==> config.mk <==
export PLATFORM = sky130hd
export DESIGN_NAME = avalon_st_sink
export DESIGN_NICKNAME = d
export VERILOG_FILES = /design/src/rtl/avalon_st_pkg.sv /design/src/rtl/st_fifo.sv /design/src/rtl/avalon_st_sink.sv
export SDC_FILE = /design/constraint.sdc
export NUM_CORES = 1
export LEC_CHECK = 0
export CAP_MARGIN = 20
export CORE_MARGIN = 8
export CORE_UTILIZATION = 45
export DETAILED_ROUTE_END_ITERATION = 16
export PLACE_DENSITY = 0.69
export SLEW_MARGIN = 25
export SYNTH_ARGS = -nofsm -noshare
export SYNTH_HDL_FRONTEND = slang
export SYNTH_SLANG_ARGS = --single-unit
==> constraint.sdc <==
create_clock -name clk -period 2.4 [get_ports clk]
set_input_delay 0.36 -clock clk [delete_from_list [all_inputs] [get_ports clk]]
set_output_delay 0.36 -clock clk [all_outputs]
set_load 0.01 [all_outputs]
==> src/rtl/avalon_st_pkg.sv <==
// Shared types and constants for the Avalon-ST sink and its FIFO.
package avalon_st_pkg;

  // Packet framing states of the sink.
  typedef enum logic [1:0] {
    S_IDLE  = 2'd0,
    S_RECV  = 2'd1,
    S_DRAIN = 2'd2,
    S_DONE  = 2'd3
  } state_e;

  // Largest supported ready latency.
  localparam int unsigned RL_MAX = 1;

  // Default beat width.
  localparam int unsigned DATA_W_DEFAULT = 8;

endpackage

==> src/rtl/st_fifo.sv <==
// Synchronous first-word-fall-through FIFO. The head entry is always visible on dout.
// Push when full and pop when empty are ignored. DEPTH must be a power of two.
module st_fifo #(
  parameter int unsigned DATA_W = 8,
  parameter int unsigned DEPTH  = 4
) (
  input  logic                         clk,
  input  logic                         resetn,
  input  logic                         push,
  input  logic                         pop,
  input  logic [DATA_W-1:0]            din,
  output logic [DATA_W-1:0]            dout,
  output logic [$clog2(DEPTH+1)-1:0]   count,
  output logic                         full,
  output logic                         empty
);

  localparam int unsigned AW = $clog2(DEPTH);
  localparam int unsigned CW = $clog2(DEPTH + 1);

  logic [DATA_W-1:0] r_mem [DEPTH];
  logic [AW-1:0]     r_wr_ptr;
  logic [AW-1:0]     r_rd_ptr;
  logic [CW-1:0]     r_count;
  logic              w_push;
  logic              w_pop;

  assign full   = (r_count == CW'(DEPTH));
  assign empty  = (r_count == '0);
  assign w_push = push && !full;
  assign w_pop  = pop && !empty;
  assign dout   = r_mem[r_rd_ptr];
  assign count  = r_count;

  // Storage write; cleared on reset so the output reads 0 after reset.
  always_ff @(posedge clk or negedge resetn) begin
    if (!resetn) begin
      for (int i = 0; i < int'(DEPTH); i++) begin
        r_mem[i] <= '0;
      end
    end else if (w_push) begin
      r_mem[r_wr_ptr] <= din;
    end
  end

  // Pointers wrap naturally because DEPTH is a power of two.
  always_ff @(posedge clk or negedge resetn) begin
    if (!resetn) begin
      r_wr_ptr <= '0;
      r_rd_ptr <= '0;
    end else begin
      if (w_push) r_wr_ptr <= r_wr_ptr + 1'b1;
      if (w_pop)  r_rd_ptr <= r_rd_ptr + 1'b1;
    end
  end

  // Occupancy; simultaneous push and pop leave it unchanged.
  always_ff @(posedge clk or negedge resetn) begin
    if (!resetn) begin
      r_count <= '0;
    end else begin
      unique case ({w_push, w_pop})
        2'b10:   r_count <= r_count + 1'b1;
        2'b01:   r_count <= r_count - 1'b1;
        default: r_count <= r_count;
      endcase
    end
  end

endmodule

==> src/rtl/avalon_st_sink.sv <==
// Avalon-ST sink: registered in_ready with ready latency 0 or 1, FWFT output through st_fifo,
// fixed-length packet framing with a one-cycle pkt_done pulse, and a sticky overflow flag.
// Optional feature: define AVALON_SINK_CHECKSUM_EN to build the per-packet byte-sum on
// checksum; otherwise checksum is tied to 0.
module avalon_st_sink
  import avalon_st_pkg::*;
#(
  parameter int unsigned DATA_W        = DATA_W_DEFAULT,
  parameter int unsigned DEPTH         = 4,
  parameter int unsigned READY_LATENCY = 1,
  parameter int unsigned PKT_LEN       = 3
) (
  input  logic              clk,
  input  logic              resetn,
  input  logic              in_valid,
  input  logic [DATA_W-1:0] in_data,
  output logic              in_ready,
  output logic              out_valid,
  output logic [DATA_W-1:0] out_data,
  input  logic              out_ready,
  output logic [7:0]        beat_count,
  output logic              pkt_done,
  output logic              overflow,
  output logic [7:0]        checksum
);

  localparam int unsigned CW = $clog2(DEPTH + 1);

  state_e        r_state;
  state_e        w_state_d;
  logic          r_in_ready;
  logic          r_ready_d1;
  logic [7:0]    r_beat_count;
  logic          r_overflow;
  logic          w_permit;
  logic          w_accept;
  logic          w_arrive;
  logic          w_counted;
  logic          w_push;
  logic          w_pop;
  logic          w_full;
  logic          w_empty;
  logic [CW-1:0] w_count;
  logic [CW:0]   w_count_next;

  // With latency 1 the permission for this cycle's beat is last cycle's in_ready.
  assign w_permit  = (READY_LATENCY >= RL_MAX) ? r_ready_d1 : r_in_ready;
  assign w_accept  = in_valid && w_permit;
  // With latency 1 any beat on the bus is a real transfer, permitted or not.
  assign w_arrive  = (READY_LATENCY >= RL_MAX) ? in_valid : w_accept;
  assign w_counted = w_accept && (r_state == S_RECV);
  assign w_push    = w_accept && !w_full;
  assign w_pop     = !w_empty && out_ready;

  st_fifo #(
    .DATA_W (DATA_W),
    .DEPTH  (DEPTH)
  ) u_fifo (
    .clk    (clk),
    .resetn (resetn),
    .push   (w_push),
    .pop    (w_pop),
    .din    (in_data),
    .dout   (out_data),
    .count  (w_count),
    .full   (w_full),
    .empty  (w_empty)
  );

  // Occupancy after the coming edge, used to look ahead for in_ready.
  always_comb begin
    w_count_next = {1'b0, w_count};
    if (w_push && !w_pop) w_count_next = w_count_next + 1'b1;
    if (w_pop && !w_push) w_count_next = w_count_next - 1'b1;
  end

  // Packet framing next-state logic.
  always_comb begin
    w_state_d = r_state;
    unique case (r_state)
      S_IDLE:  w_state_d = S_RECV;
      S_RECV:  if (w_counted && ((r_beat_count + 8'd1) == 8'(PKT_LEN))) w_state_d = S_DRAIN;
      S_DRAIN: if (w_count == '0) w_state_d = S_DONE;
      S_DONE:  w_state_d = S_RECV;
      default: w_state_d = S_IDLE;
    endcase
  end

  // State register.
  always_ff @(posedge clk or negedge resetn) begin
    if (!resetn) r_state <= S_IDLE;
    else         r_state <= w_state_d;
  end

  // Ready generation; IDLE holds it low one more edge so the source starts after settle.
  always_ff @(posedge clk or negedge resetn) begin
    if (!resetn) begin
      r_in_ready <= 1'b0;
      r_ready_d1 <= 1'b0;
    end else begin
      r_in_ready <= (w_state_d == S_RECV) && (r_state != S_IDLE) &&
                    ((32'(w_count_next) + READY_LATENCY) < DEPTH);
      r_ready_d1 <= r_in_ready;
    end
  end

  // Beats counted in the current packet; cleared as DONE completes.
  always_ff @(posedge clk or negedge resetn) begin
    if (!resetn)                 r_beat_count <= '0;
    else if (r_state == S_DONE)  r_beat_count <= '0;
    else if (w_counted)          r_beat_count <= r_beat_count + 8'd1;
  end

  // Sticky flag for a beat landing on a full FIFO; the beat itself is dropped.
  always_ff @(posedge clk or negedge resetn) begin
    if (!resetn)                 r_overflow <= 1'b0;
    else if (w_arrive && w_full) r_overflow <= 1'b1;
  end

`ifdef AVALON_SINK_CHECKSUM_EN
  logic [7:0] r_acc;
  logic [7:0] r_checksum;

  // Byte-sum of counted beats, published and restarted at packet end.
  always_ff @(posedge clk or negedge resetn) begin
    if (!resetn) begin
      r_acc      <= '0;
      r_checksum <= '0;
    end else if (r_state == S_DONE) begin
      r_checksum <= r_acc;
      r_acc      <= '0;
    end else if (w_counted) begin
      r_acc <= r_acc + 8'(in_data);
    end
  end

  assign checksum = r_checksum;
`else
  assign checksum = '0;
`endif

  assign in_ready   = r_in_ready;
  assign out_valid  = !w_empty;
  assign beat_count = r_beat_count;
  assign pkt_done   = (r_state == S_DONE);
  assign overflow   = r_overflow;

endmodule

Yosys cells after proc, flatten, opt, wreduce, memory -nomap -nowiden:

Cells that the tools add are included.
Widths: inputs -> output; s select.

* bits in registers: 52
* bits in latches: 0
* bits in writable memories: 0
* memory bits (read-only): 0
* input bits: 12
* output and inout port bits: 28
* logic and storage cells: 71
* memories: 0

* $add $sub $neg: 8
* multiply operators: 0
* div/mod/pow operators: 0
* order comparisons: 4
* eq/ne operators: 8
* shifts and indexed selects: 0
* muxes and demuxes: 14
* bitwise operators: 2
* reduce and logical (&&, ||, !) cells: 23

Operators by type and width (number)
* $mux 8: 5
* $bwmux 32: 1
* $bmux 8 s2: 1
* $demux 8 s2: 1
* $logic_and 1x1->1: 13
* $add 8x1->8 const B: 1
* $eq 8x2->1 const B: 1
* $mux 4: 2
* $eq 2x1->1 const B: 3
* $eq 2x2->1 const B: 3
* $ge 3x3->1 const B: 2
* $not 2->3: 2
* $pmux 2 s3: 1
* $pmux 3 s2: 1
* $reduce_bool 2->1: 3
* $add 4x1->5 const B: 1
* $lt 5x3->1 const B: 1
* $add 2x1->2 const B: 2
* $add 3x1->4 const B: 1
* $logic_not 1->1: 4
* $mux 2: 2
* $sub 4x1->4 const B: 1
* $add 3x1->3 const B: 1
* $eq 3x3->1 const B: 1
* 5 further kinds: 5

Logic depth before layout (Yosys ltp):

* depth in word-level cells: 11
* mapped depth: 12
* gate-level depth less buffers: 12

Hierarchy:

A second synthesis with hierarchy kept.

* cell total of the unflattened synthesis: 229
* area total of the unflattened synthesis: 2788.9 um2

Modules (own cells, without submodules)
* st_fifo: instances 1, cells each 114, area each 1784.2 um2, sequential area each 975.9 um2
* avalon_st_sink: instances 1, cells each 115, area each 1004.7 um2, sequential area each 325.3 um2

Worst setup path after synthesis:

Ideal clock, no wire load.

* path kind: reg2reg
* from: reg u_fifo.r_count[0] (netlist: u_fifo.count[0])
* to: reg r_in_ready (netlist: in_ready)
* setup time: 0.111 ns
* arrival: 2.433 ns
* required time: 2.289 ns
* setup slack: -0.145 ns
* cell stages (with the launch flop): 12
* path buffers: 0
* clock period less this slack: 2.545 ns
* cell sequence: dfrtp_1 -> inv_1 -> ha_1 -> a21oi_2 -> ha_1 -> mux2i_1 -> ha_1 -> nand2_1 -> xor2_1 -> xnor2_1 -> o31ai_1 -> a2111oi_2

* longest elaborated chain between the ends: 11
* elaborated cells between the ends (all ways): 21
* those cells by class: add/sub: 3; order compare: 1; eq/ne: 2; mux: 4; reduce/logical: 11

Ends and longest elaborated chain
* from (decl): line st_fifo.sv:24 `logic [CW-1:0] r_count;`
* from (signal assigned): line st_fifo.sv:63 `2'b10: r_count <= r_count + 1'b1;`
* from (signal assigned): line st_fifo.sv:64 `2'b01: r_count <= r_count - 1'b1;`
* from (signal assigned): line st_fifo.sv:65 `default: r_count <= r_count;`
* branches (longest 10 deep; another with $add 4x1->5)
* $logic_and 1x1->1 (*): line avalon_st_sink.sv:101 `r_in_ready <= (w_state_d == S_RECV) && (r_state != S_IDLE) &&`
* to (signal assigned): line avalon_st_sink.sv:101
* to (decl): line avalon_st_sink.sv:31 `logic r_in_ready;`

Mark *: on every way between the ends.
A chain may end at the register's enable or synchronous reset.

Worst setup path after layout:

* from: reg u_fifo.r_rd_ptr[0]
* to: out out_data[7]

* longest elaborated chain between the ends: 4

Ends and longest elaborated chain
* from (decl): line st_fifo.sv:23 `logic [AW-1:0] r_rd_ptr;`
* from (signal assigned): line st_fifo.sv:53 `if (w_pop) r_rd_ptr <= r_rd_ptr + 1'b1;`
* $not 2->3 (not written as such): line st_fifo.sv:32 `assign dout = r_mem[r_rd_ptr];`
* $bmux 8 s2: line st_fifo.sv:32
* $mux 8 (not written as such) (2 in a row): line st_fifo.sv:32
* to (decl): line avalon_st_sink.sv:19 `output logic [DATA_W-1:0] out_data,`

No other way between the ends. The select of a mux whose other input is x is not followed.

==> metrics <==
all-layer global routing usage=12.2%; Power Total=3.85 mW; Pre-antenna DRT Iters=4; Mapped Cells=222; DR vias=1,762; Crit Path Class=reg2out; fmax=437 MHz; Mapped Area=2800 um^2; P&R area growth vs syn=21.0%; Iter 0 DRT Violations=46; Inst Count DP=335; Non-Filler Instances=343; syn avg cell area=12.6 um^2; net switching power=1.32 mW; ys async rst share=100%; Post-synth EDFFs=0; pwr dens=1140 nW/um^2; Int Pwr=2.52 mW; Multi-input gate area=1440 um^2; core area=5960 um^2; Post-DP HPWL=3810 um; number of global-route vias before repair=1,803; die outline height=94.9 um; fillers=524; H-tree depth=2; Inserted Diodes=0; Worst Hold Class=in2async; routability cong.=0.787; Max-Cap Viols=0; final wirelength=5230 um; Final Skew=9.19 ps; crit-path max FO=8; Worst EP arrival=1930 ps; initial antenna violation count=0; setup violators final=0; Yosys reg bits=52; Leak=1.49 nW; total gr overflow=0; Sink Count=52; sequential share of power=38.3%; most frequent cells in the layout=dfrtp_1 (52), clkdlybuf4s50_1 (30), mux2_2 (29), ha_1 (16), nand2_1 (14); RSZ-0062 raised after global routing=true; post-CTS setup buffer count=0; YS warnings=0; critical path endpoint category=output port; final hold vios=0; Layout Utilization=56.9%; Reg area=1300 um^2; period utilisation layout=95.4%; Initial Utilization=47.0%; CTS tree=built; Num CTS Buffers=5; clk root buf=clkbuf_8; Final ANT Viol Nets=0; routed vias/inst=5.14; measured slew at the worst slew-check pin=659 ps; worst-skew pair later-pin latency=310 ps; Worst Path Required=2040 ps; ys flop type=dfrtp_1; Clock transition at path regs=100 ps; chip width=94.9 um; pin count of the biggest net entering global routing=53; setup TNS=0 ps; Final min period=2290 ps; most common cell after layout, fill and taps aside=dfrtp_1; Setup crit start kind=register; Total Nets Final=298; DR WL/cell=15.2 um; io pins=40; Die ar.=9000 um^2; VDD IR max=506 uV; Max Buffers Root-to-Sink=2; # rows=28; fin. max-slew vios=0; port buffer count=31; DRC=0; share of power burned in combinational logic=48.7%; worst rel slew slack=56.1%; first-pass GRT wire length=8710 um; Netlist cell types=45; post-synthesis sequential area ratio=46.5%; share of layout cells above drive strength 1=28.4%; clock power share=13.0%; switching part of the total power=34.4%; outcome=finished, final reports clean
-- sequential cells by signal, summed over array words and instances (netlist names) --
register         count
beat_count           8
r_ready_d1           1
r_state              2
overflow             1
u_fifo.r_wr_ptr      2
in_ready             1
u_fifo.count         3
u_fifo.r_rd_ptr      2
u_fifo.r_mem        32
-- critical path, cell delays in order, from the launching register on --
cell	delay (ps)
dfrtp_1	400
buf_6	190
mux4_2	520
clkdlybuf4s50_1	500
-- worst paths after layout --
path	slack [ps]	start	cells past startpoint	endpoint
min reg2reg	410	in_ready	0	r_ready_d1
min	150	resetn	2	overflow
max in group asynchronous	1800	resetn	2	beat_count[4]
min in group clk	410	in_ready	0	r_ready_d1
max reg2reg	140	u_fifo.count[0]	11	in_ready
max	110	u_fifo.r_rd_ptr[0]	3	out_data[7]
-- layer usage --
metal / part of all wire [%] / GRT usage [%] / vias up
met5: 0 / 0 / -
met4: 2.1 / 5.07 / 0
met3: 4.1 / 2.70 / 10
met2: 49 / 20.2 / 28
met1: 45 / 15.0 / 871
li1: - / - / 853
-- synth_stat cells, types with 2 or more instances --
cell      instances  area share [%]
dfrtp_1          52              46
mux2_2           29              12
ha_1             18             8.0
nand2_1          15             2.0
inv_1            12             1.6
nor2_1           11             1.5
xnor2_1          10             3.1
xor2_1           10             3.1
buf_4             8             2.1
mux4_2            8             6.4
buf_2             4            0.72
nor3_1            4            0.72
mux2_1            3             1.2
o21ai_0           3            0.54
a211oi_1          2            0.54
buf_1             2            0.27
nand3_1           2            0.36
nand4_1           2            0.45
-- cell families (layout without fill, tap and decap cells) --
kind of cell,after synthesis,in the layout,synth area share [%]
AOI/OAI and AO/OA,19,19,5.59
xor gates and xnor gates,20,20,6.26
adders and majority gates,19,19,8.76
buffers and inverters,26,65,4.74
DFF,52,52,46.5
muxes,41,41,19.7
other,1,8,0.134
and+or+nand+nor,44,44,8.36
-- per-stage QoR --
step	setup WS, ps	hold WS [ps]	area, um^2
5_1_grt	-33.2	216	3390
2_1_floorplan	23.6	64.4	2850
6_report	111	147	3390
4_1_cts	20.9	179	3360
3_3_place_gp	-62.3	397	3270
3_5_place_dp	-151	397	3270
-- cell type report --
class	instances	share of cell area (%)
inverters	12	1.33
well taps	75	2.77
clock inverters	2	0.480
multi-input cells	151	42.6
clock buffers	6	2.14
flip-flops and latches	52	38.4
repair buffers	45	12.2
-- repair_timing --
action / CTS / global route
resized for setup: 0 / 9
hold buffers: 0 / 0
endpoints found under the setup margin: 0 / 4
-- power groups by stage --
| stage | Sequential, mW | Combinational (mW) | Clock (mW) |
|---|---|---|---|
| 2_1_floorplan | 1.41 | 1.23 | 0 |
| 4_1_cts | 1.47 | 1.83 | 0.521 |
| 3_5_place_dp | 1.49 | 1.83 | 0 |
| 6_report | 1.47 | 1.87 | 0.502 |
| 3_3_place_gp | 1.47 | 1.77 | 0 |
| 5_1_grt | 1.52 | 2.05 | 0.560 |
Note: power is estimated with default switching activity, not from simulation.
